### config.mk
export PLATFORM = sky130hd
export DESIGN_NAME = codec_adc_rx
export DESIGN_NICKNAME = d
export VERILOG_FILES = /design/src/rtl/codec_adc_rx.sv
export SDC_FILE = /design/constraint.sdc
export NUM_CORES = 1
export LEC_CHECK = 0
export ABC_AREA = 1
export BUFFER_PORTS_ARGS = -buffer_cell sky130_fd_sc_hd__buf_2
export CORE_MARGIN = 3
export CORE_UTILIZATION = 50
export CTS_CLUSTER_SIZE = 30
export DETAILED_ROUTE_END_ITERATION = 6
export PLACE_DENSITY = 0.7
export SETUP_SLACK_MARGIN = 0.5
export SLEW_MARGIN = 20
export SYNTH_ARGS = -nofsm -noshare
export SYNTH_HDL_FRONTEND = slang
export SYNTH_SLANG_ARGS = --single-unit
### constraint.sdc
create_clock -name clk -period 1.6 [get_ports clk]
set_input_delay 0.16 -clock clk [delete_from_list [all_inputs] [get_ports clk]]
set_output_delay 0.16 -clock clk [all_outputs]
set_load 0.1 [all_outputs]
### src/rtl/codec_adc_rx.sv
// Serial-audio ADC receiver: resynchronizes the codec's BCLK/LRCK/ADCDAT and
// emits one channel as a parallel sample with a single-cycle ready strobe.
module codec_adc_rx #(
    parameter int WIDTH   = 16,
    parameter int CHANNEL = 0,
    parameter int DELAY   = 1
) (
    input  logic             clk,
    input  logic             reset,
    input  logic             bclk,
    input  logic             lrck,
    input  logic             adcdat,
    output logic [WIDTH-1:0] SampleOut,
    output logic             ready,
    output logic             FrameErr
);

    localparam int             BW        = $clog2(WIDTH + 1);
    localparam logic [BW-1:0]  LAST_BIT  = BW'(WIDTH - 1);
    localparam logic [BW-1:0]  BIT_INC   = BW'(1);
    localparam logic [1:0]     SKIP_LAST = 2'(DELAY - 1);
    localparam logic           CH_LVL    = 1'(CHANNEL);

    localparam logic [1:0] ST_IDLE  = 2'd0;
    localparam logic [1:0] ST_SKIP  = 2'd1;
    localparam logic [1:0] ST_SHIFT = 2'd2;
    localparam logic [1:0] ST_WAIT  = 2'd3;

    logic [2:0]       bclk_q;
    logic [2:0]       lrck_q;
    logic [1:0]       adc_q;
    logic [1:0]       state_q, state_d;
    logic [1:0]       skip_q, skip_d;
    logic [BW-1:0]    bit_q, bit_d;
    logic [WIDTH-1:0] sr_q, sr_d;
    logic             done_q, done_d;
    logic             ferr_d;
    logic [WIDTH-1:0] sample_q;
    logic             ready_q;
    logic             ferr_q;

    logic             bclk_rise_s;
    logic             lrck_edge_s;
    logic [WIDTH-1:0] shift_s;

    assign bclk_rise_s = bclk_q[1] & ~bclk_q[2];
    assign lrck_edge_s = lrck_q[1] ^ lrck_q[2];
    assign shift_s     = {sr_q[WIDTH-2:0], adc_q[1]};

    // Two-flop synchronizers plus one history flop for BCLK/LRCK edge detection.
    always_ff @(posedge clk or negedge reset) begin
        if (!reset) begin
            bclk_q <= 3'b000;
            lrck_q <= 3'b000;
            adc_q  <= 2'b00;
        end else begin
            bclk_q <= {bclk_q[1:0], bclk};
            lrck_q <= {lrck_q[1:0], lrck};
            adc_q  <= {adc_q[0], adcdat};
        end
    end

    // Frame FSM; an LRCK edge always wins over a coincident BCLK rise.
    always_comb begin
        state_d = state_q;
        skip_d  = skip_q;
        bit_d   = bit_q;
        sr_d    = sr_q;
        done_d  = 1'b0;
        ferr_d  = 1'b0;
        if (lrck_edge_s) begin
            if ((state_q == ST_SKIP) || (state_q == ST_SHIFT)) begin
                ferr_d = 1'b1;
            end else begin
                ferr_d = 1'b0;
            end
            skip_d = 2'd0;
            bit_d  = '0;
            if (lrck_q[1] != CH_LVL) begin
                state_d = ST_IDLE;
            end else if (DELAY == 0) begin
                state_d = ST_SHIFT;
                if (bclk_rise_s) begin
                    sr_d  = shift_s;
                    bit_d = BIT_INC;
                end else begin
                    sr_d = sr_q;
                end
            end else if (bclk_rise_s && (DELAY == 1)) begin
                state_d = ST_SHIFT;
            end else if (bclk_rise_s) begin
                state_d = ST_SKIP;
                skip_d  = 2'd1;
            end else begin
                state_d = ST_SKIP;
            end
        end else if (bclk_rise_s) begin
            case (state_q)
                ST_SKIP: begin
                    if (skip_q == SKIP_LAST) begin
                        state_d = ST_SHIFT;
                        bit_d   = '0;
                    end else begin
                        skip_d = skip_q + 2'd1;
                    end
                end
                ST_SHIFT: begin
                    sr_d = shift_s;
                    if (bit_q == LAST_BIT) begin
                        state_d = ST_WAIT;
                        bit_d   = '0;
                        done_d  = 1'b1;
                    end else begin
                        bit_d = bit_q + BIT_INC;
                    end
                end
                default: state_d = state_q;
            endcase
        end else begin
            state_d = state_q;
        end
    end

    // FSM and shift-register state.
    always_ff @(posedge clk or negedge reset) begin
        if (!reset) begin
            state_q <= ST_IDLE;
            skip_q  <= 2'd0;
            bit_q   <= '0;
            sr_q    <= '0;
            done_q  <= 1'b0;
        end else begin
            state_q <= state_d;
            skip_q  <= skip_d;
            bit_q   <= bit_d;
            sr_q    <= sr_d;
            done_q  <= done_d;
        end
    end

    // Output register: sample and strobe update together one cycle after completion.
    always_ff @(posedge clk or negedge reset) begin
        if (!reset) begin
            sample_q <= '0;
            ready_q  <= 1'b0;
            ferr_q   <= 1'b0;
        end else begin
            sample_q <= done_q ? sr_q : sample_q;
            ready_q  <= done_q;
            ferr_q   <= ferr_d;
        end
    end

    assign SampleOut = sample_q;
    assign ready     = ready_q;
    assign FrameErr  = ferr_q;

endmodule
* Word-level counts from Yosys, hierarchy flattened
Index checks and enable logic that the tools add are counted. W data, S select, Z words.
Operators by class: bitwise logic cells 4, multiplexer cells 22, multipliers 0, shift operators 0, add/subtract/negate cells 2, eq/ne operators 6, divide/modulo/power cells 0, reductions and logical operators 9, magnitude comparators 0
Operators with widths (count):
- $mux W2 | 10
- $mux W5 | 4
- $pmux W5 S2 | 1
- $reduce_and A3 Y1 | 3
- $mux W1 | 6
- $ne A3 B2 Y1 const B | 2
- $add A5 B1 Y5 const B | 1
- $eq A5 B4 Y1 const B | 1
- $pmux W2 S2 | 1
- $reduce_and A4 Y1 | 1
- $reduce_bool A2 Y1 | 2
- $reduce_bool A3 Y1 | 1
- $add A2 B1 Y2 const B | 1
- $eq A2 B1 Y1 const B | 1
- $eq A2 B2 Y1 const B | 1
- $logic_not A2 Y1 | 1
- $ne A2 B2 Y1 const B | 1
- $not A1 Y1 | 2
- $and A1 B1 Y1 | 1
- $logic_or A1 B1 Y1 | 1
- $xor A1 B1 Y1 | 1
Word-level totals: bits in latches 0, memories kept 0, output and inout bits 18, bits in writable memories 0, flip-flop bits (word level) 52, memory bits (read-only) 0, input port bits 5

* Longest topological paths before layout
Gate-level depths: netlist of run 1.
depth in word-level cells 5, depth in mapped cells 9

* Worst setup path before layout of run 1
OpenSTA, ideal clock, no wires.
path kind register -> register, start point register state_q[0], end point register sr_q[10], stages on the path, launching flop included 9, data arrival time 1.179 ns, slack 0.304 ns, cells stage by stage dfrtp_1 > inv_1 > ha_1 > inv_1 > nor2_8 > nand2_4 > buf_6 > nand2_1 > nand2_1
On the way: longest elaborated chain between the ends 2
RTL lines:
- start: declaration | line 32 | logic [1:0] state_q, state_d;
- start signal: assignment | line 133 | state_q <= state_d;
- $eq A2 B2 Y1 | line 98 | case (state_q)
- $reduce_and A3 Y1 (no line)
- end signal: assignment | line 136 | sr_q <= sr_d;
- end: declaration | line 35 | logic [WIDTH-1:0] sr_q, sr_d;
No other way between the ends. A chain may end at the register's enable or synchronous reset.

* Worst setup path in the final report of run 1
start point register bit_q[1], end point register state_q[1]
On the way: longest elaborated chain between the ends 3
RTL lines:
- start: declaration | line 34 | logic [BW-1:0] bit_q, bit_d;
- start signal: assignment | line 135 | bit_q <= bit_d;
- $eq A5 B4 Y1 | line 109 | if (bit_q == LAST_BIT) begin
- $ne A3 B2 Y1 (no line)
- $reduce_and A4 Y1 (no line)
No other way between the ends.

==> results of run 1 <==
[repair_timing]
item | CTS | global route
pin swaps | 7 | 8
endpoints found under the hold margin | 55 | 0
setup buffers | 7 | 3
resized for setup | 52 | 36
gates cloned | 1 | 0
setup endpoints to repair | 44 | 33
hold buffers | 4 | 0
[cell usage after synthesis, drive strengths merged (4+ instances only)]
| library cell | count | area (µm²) |
|---|---|---|
| ha | 4 | 50.1 |
| dfrtp | 52 | 1300 |
| nand2 | 53 | 216 |
| inv | 14 | 52.6 |
| buf | 4 | 28.8 |
| mux2 | 15 | 169 |
| o21ai | 6 | 30.0 |
| a21oi | 5 | 25.0 |
| nand3 | 22 | 110 |
| nor2 | 9 | 68.8 |
[where the power goes]
group | leakage, nW | switching, W | internal (W)
clock | 0.0455 | 0.000391 | 0.000353
sequential | 0.670 | 0.000112 | 0.00144
combinational | 0.681 | 0.000503 | 0.000316
total | 1.40 | 0.00100 | 0.00211
[logic make-up (layout without fill, tap and decap cells)]
logic type / after synthesis / count (layout) / share of synthesized area
compound gates: 13 / 13 / 0.0336
buf+inv: 19 / 62 / 0.0408
fa+ha+maj: 4 / 4 / 0.0240
simple gates: 85 / 86 / 0.193
mux: 15 / 15 / 0.0810
flops: 52 / 52 / 0.624
xor+xnor: 1 / 1 / 0.00420
[worst reg2reg max path, delay by kind of cell (launching register included)]
kind	cells	cell delay, ns
fa+ha+maj	1	0.20
buf+inv	1	0.10
flops	1	0.37
simple gates	6	0.56
[through the flow]
stage          utilization  area (µm²)
2_1_floorplan            -        2120
3_3_place_gp         0.599        2290
3_5_place_dp         0.599        2290
4_1_cts              0.700        2680
5_1_grt              0.743        2840
6_report             0.743        2840
[state kept, by name, indices dropped and copies added, names as in the netlist]
register / cells
bclk_q: 3
lrck_q: 3
SampleOut: 16
FrameErr: 1
state_q: 2
ready: 1
skip_q: 2
sr_q: 16
done_q: 1
adc_q: 2
bit_q: 5
[cell usage in the layout, fill, tap and decap left out, drive strengths merged, types with 5 or more instances in the layout]
master and instances:
nand2 54, inv 14, a21oi 5, dfrtp 52, clkbuf 8, o21ai 6
mux2 15, buf 36, nand3 22, nor2 9
[how the worst max path moves through the flow]
stage / start / slack, ns / end / cells after the start
floorplan: state_q[0] / 0.37 / sr_q[10] / 8
global placement: bit_q[0] / 0.27 / state_q[0] / 8
detailed placement: state_q[0] / 0.23 / bit_q[3] / 9
CTS: state_q[0] / 0.29 / bit_q[3] / 8
global route: bit_q[1] / 0.20 / state_q[0] / 8
finish: bit_q[1] / 0.27 / state_q[1] / 8
[per-layer routing]
metal	vias to the layer above	share of wire	GRT usage
met1	711	0.43	0.217
met4	0	0.017	0.0376
met5	-	0	0
li1	699	-	-
met2	32	0.50	0.268
met3	7	0.049	0.0540
[layout make-up]
class | instances | area [µm²]
tap | 48 | 60.1
timing repair buffer | 40 | 448
clock buffer | 8 | 90.1
fill | 252 | 983
inverter | 14 | 62.6
sequential | 52 | 1320
multi-input combinational | 119 | 861
==> out/metrics.csv, run 1 <==
stage;metric;value;unit
place;dpl.hpwl;2330;µm
synthesis;synthDistinctLibCells;21;
setup_path;cp_slowest_cell;dfrtp_1;
finish;drive_above_1_share;0.472;
sta;timing.slew.headroom;0.821;
worst_hold_path;holdPathEnd;adc_q[1];
setup_path;cp-end-kind;flip-flop;
power_and_ir_drop;ir_drop;0.000792;V
sta;period_minus_slack;1.33;ns
route;num_vias;1449;
synthesis;syn_avg_cell_area;11.0;µm²
route;drt-total-wl;3990;µm
route;first_pass_iters;4;
clocking;cts.htree.levels;2;
setup_path;path_class;reg -> reg;
place;dp_cells;258;
sta;max_freq;752;MHz
sta;min_period_over_period;0.831;
synthesis;syn_nets;198;
floorplanning;die_x;70.6;µm
synthesis;ys_warn_count;0;
setup_path;arrival;1.53;ns
setup_path;cp_max_fo;3;
finish;num_antenna_cells;0;
global_route;antenna_found_initial;0;
clocking;cts_tree;built;
synthesis;syn_inst;189;
place;io_buffer_count;22;
floorplanning;coreArea;3830;µm²
worst_hold_path;worstHoldStart;adc_q[0];
setup_path;crit_buf_inv;1;
sta;maxSlewViolCount;0;
finish;syn_to_final_growth;36.3;%
run;max-cap-violations;0;
run_status;status;completed;
floorplanning;fp-row-count;22;
setup_path;r2r-end;state_q[1];
clocking;cts_num_sinks;52;
setup_path;cp_cell_sequence;ha_2 -> nand3_2 -> nor2_4 -> inv_1 -> nand2_4 -> nand2_4 -> nand2_1 -> nand2_1;
synthesis;ys_seq_area_frac;0.624;
route;antenna_left;0;
clocking;cts_root_buf;clkbuf_8;
route;drc_errors;0;
floorplanning;die-area;4980;µm²
sta;worst_pin_slew;0.268;ns
clocking;clockBufferDepth;2;
finish;final_cells;281;
place;place_congestion;0.728;
setup_path;r2r-start;bit_q[1];
floorplanning;pin_count;23;
power_and_ir_drop;finalPower;0.00312;W
setup_path;critPathMaxStageDelay;0.37;ns
global_route;grt_pass1_wl;6530;µm
synthesis;synth_seq_cells;52;
global_route;overflow;0;
setup_path;required;1.80;ns
worst_hold_path;hp-class;reg -> reg;
power_and_ir_drop;power.leakage;1.40;nW
sta;fin_hold_ws;0.352;ns
sta;rsz0062_at_grt;yes;
global_route;grt_pass1_vias;1438;
global_route;grt_use_total;0.165;
setup_path;cp-start-kind;flip-flop;
synthesis;synth_edf_count;0;
place;dp_slack;0.227;ns
setup_path;cp_top_family;simple AND/OR/NAND/NOR gates;
clocking;clk_pin_slew_worst_paths;0.09;ns
synthesis;synth_top_flop_cell;dfrtp_1;
sta;finalSetupTns;0;ns
floorplanning;die_h;70.6;µm
setup_path;r2r_slack;0.27;ns
clocking;clk_latency;0.30;ns
sta;setup_viol_count_final;0;
clocking;cts_buffers;5;
finish;fin_nets;241;
setup_path;ff2ff_path_depth;8;
synthesis;synth_area;2090;µm²
floorplanning;start_util;0.545;
power_and_ir_drop;p_per_area;1100;nW/µm²
route;post_drt_wl_per_cell;14.2;µm
sta;fin_ws;0.271;ns
route;drt_iter0_markers;88;
sta;fin_skew;0.00674;ns
synthesis;ys_async_sr_fraction;1.00;
sta;hold_violations;0;
global_route;grt_max_degree;53;
route;vias_per_cell;5.16;
worst_hold_path;whs_path_depth;0;
(Power assumes the default switching activity.)
==> run 2: changes to the inputs <==
--- a/config.mk
+++ b/config.mk
@@ -5,13 +5,13 @@
 export SDC_FILE = /design/constraint.sdc
 export NUM_CORES = 1
 export LEC_CHECK = 0
-export ABC_AREA = 1
+export ABC_AREA = 0
 export BUFFER_PORTS_ARGS = -buffer_cell sky130_fd_sc_hd__buf_2
 export CORE_MARGIN = 3
 export CORE_UTILIZATION = 50
 export CTS_CLUSTER_SIZE = 30
 export DETAILED_ROUTE_END_ITERATION = 6
-export PLACE_DENSITY = 0.7
+export PLACE_DENSITY = 0.72
 export SETUP_SLACK_MARGIN = 0.5
 export SLEW_MARGIN = 20
 export SYNTH_ARGS = -nofsm -noshare
==> constraint.sdc (replaced) <==
create_clock -name clk -period 1.2 [get_ports clk]
set_input_delay 0.12 -clock clk [delete_from_list [all_inputs] [get_ports clk]]
set_output_delay 0.12 -clock clk [all_outputs]
set_load 0.1 [all_outputs]
==> run 2 against run 1 <==
Against the previous run: the flow now finishes with violations (negative setup slack); utilization up 6.0 points; clock power increased by 69%; hold slack got worse by 0.028 ns; first-iteration DRC count down 18%; die area rose by 2.4%; synthesized cell count fell by 23%; via count fell by 3.5%; clock skew fell by 0.0023 ns; global-route usage rose by 2.3 points; highest routed layer unchanged.
==> out/metrics.csv, run 2 <==
stage;metric;value;unit;change
setup_path;cp_top_family;flip-flops;;
synthesis;synthSimpleGateAreaFrac;0.0667;;-0.126
place;place_congestion;0.834;;+14%
floorplanning;die_x;71.4;µm;+1.2%
floorplanning;pin_count;23;;unchanged
setup_path;required;1.43;ns;-0.37 ns
route;first_pass_iters;4;;unchanged
clocking;cts.htree.levels;2;;unchanged
sta;finalSetupTns;-8.52;ns;-8.52 ns
power_and_ir_drop;ir_drop;0.00126;V;+59%
clocking;cts_num_sinks;52;;unchanged
global_route;grt_max_degree;53;;unchanged
power_and_ir_drop;swShare;0.250;;-0.0721
global_route;grt_pass1_vias;1470;;+2.2%
clocking;clk_pin_slew_worst_paths;0.09;ns;about the same
synthesis;synth_seq_cells;52;;unchanged
setup_path;cp-end-kind;flip-flop;;
synthesis;netlist_top_cells_area;dfrtp_1 61%, mux2_2 13%, mux2_4 6.3%, ha_1 2.3%, buf_6 1.6%;;
floorplanning;fp-row-count;23;;+4.5%
power_and_ir_drop;power.leakage;1.44;nW;+2.9%
synthesis;synth-xor-area-share;0.0211;;+0.0169
synthesis;synth_area;2140;µm²;+2.6%
synthesis;synthTopCellsByCount;52 x dfrtp_1, 24 x mux2_2, 9 x mux2_4, 8 x nand2_1, 5 x inv_1;;
clocking;cts_tree;built;;
finish;fillers;176;;-30%
global_route;antenna_found_initial;0;;unchanged
synthesis;synth_most_common_cell;dfrtp_1;;
synthesis;ys_async_sr_fraction;1.00;;unchanged
synthesis;ys_warn_count;0;;unchanged
synthesis;synth_edf_count;0;;unchanged
route;post_drt_wl_per_cell;18.3;µm;+29%
setup_path;arrival;1.90;ns;+0.37 ns
finish;final_common_cell;mux2_4;;
route;drt_iter0_markers;72;;-18%
run_status;violations;negative setup slack;;
synthesis;synth-compound-area-share;0.0433;;+0.00968
finish;syn_to_final_growth;52.3;%;
route;vias_per_cell;5.51;;+6.8%
global_route;grt_pass1_wl;7420;µm;+14%
setup_path;cp_cell_sequence;inv_2 -> ha_4 -> mux2_4 -> nand2_4 -> buf_6 -> or3_4 -> a21oi_2;;
synthesis;yosysTopAreaCellShare;0.608;;-0.0157
sta;rsz0062_at_grt;yes;;
floorplanning;start_util;0.527;;-0.0178
power_and_ir_drop;p_sw;0.000936;W;-6.8%
sta;fin_hold_ws;0.323;ns;-0.0281 ns
setup_path;path_class;reg -> reg;;
setup_path;cp_slowest_cell;dfrtp_1;;
synthesis;syn_nets;155;;-22%
route;num_vias;1399;;-3.5%
power_and_ir_drop;pwr-share-seq;0.507;;+0.008
synthesis;syn_inst;146;;-23%
sta;max_freq;599;MHz;-20%
clocking;clockBufferDepth;2;;unchanged
sta;period_minus_slack;1.67;ns;+0.339 ns
synthesis;synthDistinctLibCells;37;;+76%
synthesis;synth_top_area_cell;dfrtp_1;;
route;antenna_left;0;;unchanged
finish;drive_above_1_share;0.681;;+0.209
setup_path;cp-start-kind;flip-flop;;
finish;utilization;0.803;;+0.0603
global_route;overflow;0;;unchanged
synthesis;synth_adder_area_share;0.0234;;-0.000603
finish;fin_nets;212;;-12%
run_status;status;complete, but fails checks;;
clocking;clk_latency;0.30;ns;about the same
synthesis;synth_top_flop_cell;dfrtp_1;;
place;dpl.hpwl;2480;µm;+6.6%
floorplanning;die_h;71.4;µm;+1.2%
sta;worst_pin_slew;0.280;ns;+0.0116 ns
synthesis;ys_seq_area_frac;0.608;;-0.0157
global_route;grt_use_total;0.188;;+0.0232
worst_hold_path;hp-class;in -> async;;
power_and_ir_drop;p_int;0.00281;W;+33%
power_and_ir_drop;p_per_area;1150;nW/µm²;+4.7%
sta;fin_ws;-0.468;ns;-0.739 ns
clocking;cts_root_buf;clkbuf_8;;
sta;fin_skew;0.00441;ns;-0.00233 ns
sta;hold_violations;0;;unchanged
finish;num_antenna_cells;0;;unchanged
route;drc_errors;0;;unchanged
setup_path;cp_max_fo;4;;+1
synthesis;synth_top_family_by_area;multiplexers;;
power_and_ir_drop;p_clk_frac;0.336;;+0.097
clocking;cts_buffers;5;;unchanged
synthesis;muxShareOfSynthArea;0.194;;+0.113
place;io_buffer_count;22;;unchanged
run;max-cap-violations;0;;unchanged
floorplanning;coreArea;4060;µm²;+6.0%
setup_path;crit_buf_inv;2;;+1
sta;min_period_over_period;1.39;;+0.560
synthesis;syn_avg_cell_area;14.7;µm²;+33%
sta;setup_viol_count_final;26;;+26
sta;maxSlewViolCount;0;;unchanged
floorplanning;die-area;5100;µm²;+2.4%
setup_path;critPathMaxStageDelay;0.45;ns;+0.08 ns
sta;timing.slew.headroom;0.813;;-0.00777
power_and_ir_drop;power_frac_comb;0.157;;-0.106
finish;layout_common_cells;33 x mux2_4, 32 x dfrtp_1, 22 x buf_4;;
route;drt-total-wl;4650;µm;+17%
[run 2: layout make-up]
cell class	count	area [µm²]	share of cell area
clock buffer	6	82.6	0.0253
inverter	5	18.8	0.00576
sequential	52	1370	0.421
timing repair buffer	58	743	0.228
tap	50	62.6	0.0192
multi-input combinational	81	942	0.289
clock inverter	2	38.8	0.0119
[run 2: logic make-up (layout without fill, tap and decap cells)]
logic type | after synthesis | in the layout
AOI/OAI and AO/OA | 14 | 14
xor gates and xnor gates | 3 | 3
adders and majority gates | 4 | 4
buffers and inverters | 13 | 71
DFF | 52 | 52
muxes | 34 | 34
and+or+nand+nor | 26 | 26
[run 2: path summary, 6_finish.rpt]
check / startpoint / endpoint / slack, ns / depth (start not counted)
max: state_q[1] / bit_q[0] / -0.47 / 7
min: reset / FrameErr / 0.32 / 3
max reg2reg: state_q[1] / bit_q[0] / -0.47 / 7
min reg2reg: adc_q[0] / adc_q[1] / 0.36 / 0
max in group asynchronous: reset / SampleOut[1] / 0.61 / 3
min in group clk: adc_q[0] / adc_q[1] / 0.36 / 0
[run 2: worst reg2reg max path: stages, from the launching register on]
cell and delay (ns):
dfrtp_1 0.45, inv_2 0.09, ha_4 0.17, mux2_4 0.22, nand2_4 0.06, buf_6 0.12, or3_4 0.37, a21oi_2 0.14
[run 2: power groups by stage]
stage | registers (W) | logic (W) | clock network, W
after floorplan | 0.00195 | 0.000205 | 0
after global placement | 0.00191 | 0.000394 | 0
after detailed placement | 0.00191 | 0.000410 | 0
after CTS | 0.00189 | 0.000481 | 0.00127
after global routing | 0.00191 | 0.000625 | 0.00138
final | 0.00190 | 0.000588 | 0.00126
[run 2: timing repair]
action,4_1_cts,5_1_grt
resized for setup,34,23
endpoints found under the setup margin,61,61
gates cloned,0,3
pin swaps,8,4
buffers inserted,1,5
endpoints found under the hold margin,55,0
hold buffers,4,0
[run 2: layer usage]
layer  routed length (µm)  share of wire  vias up  global-route usage
met4                   65          0.014        0              0.0668
met3                  217          0.047        8              0.0393
met1                 1980           0.43      718               0.235
li1                     -              -      621                   -
met5                    0              0        -                   0
met2                 2390           0.51       52               0.323
[run 2: stage by stage]
step / cells / instance area (µm²) / total power (W) / worst slack (ns)
6_report: 254 / 3260 / 0.00374 / -0.468
5_1_grt: 254 / 3260 / 0.00391 / -0.525
4_1_cts: 246 / 3080 / 0.00365 / -0.396
3_5_place_dp: 233 / 2790 / 0.00232 / -0.537
3_3_place_gp: 233 / 2790 / 0.00230 / -0.388
2_1_floorplan: 146 / 2240 / 0.00216 / -0.406
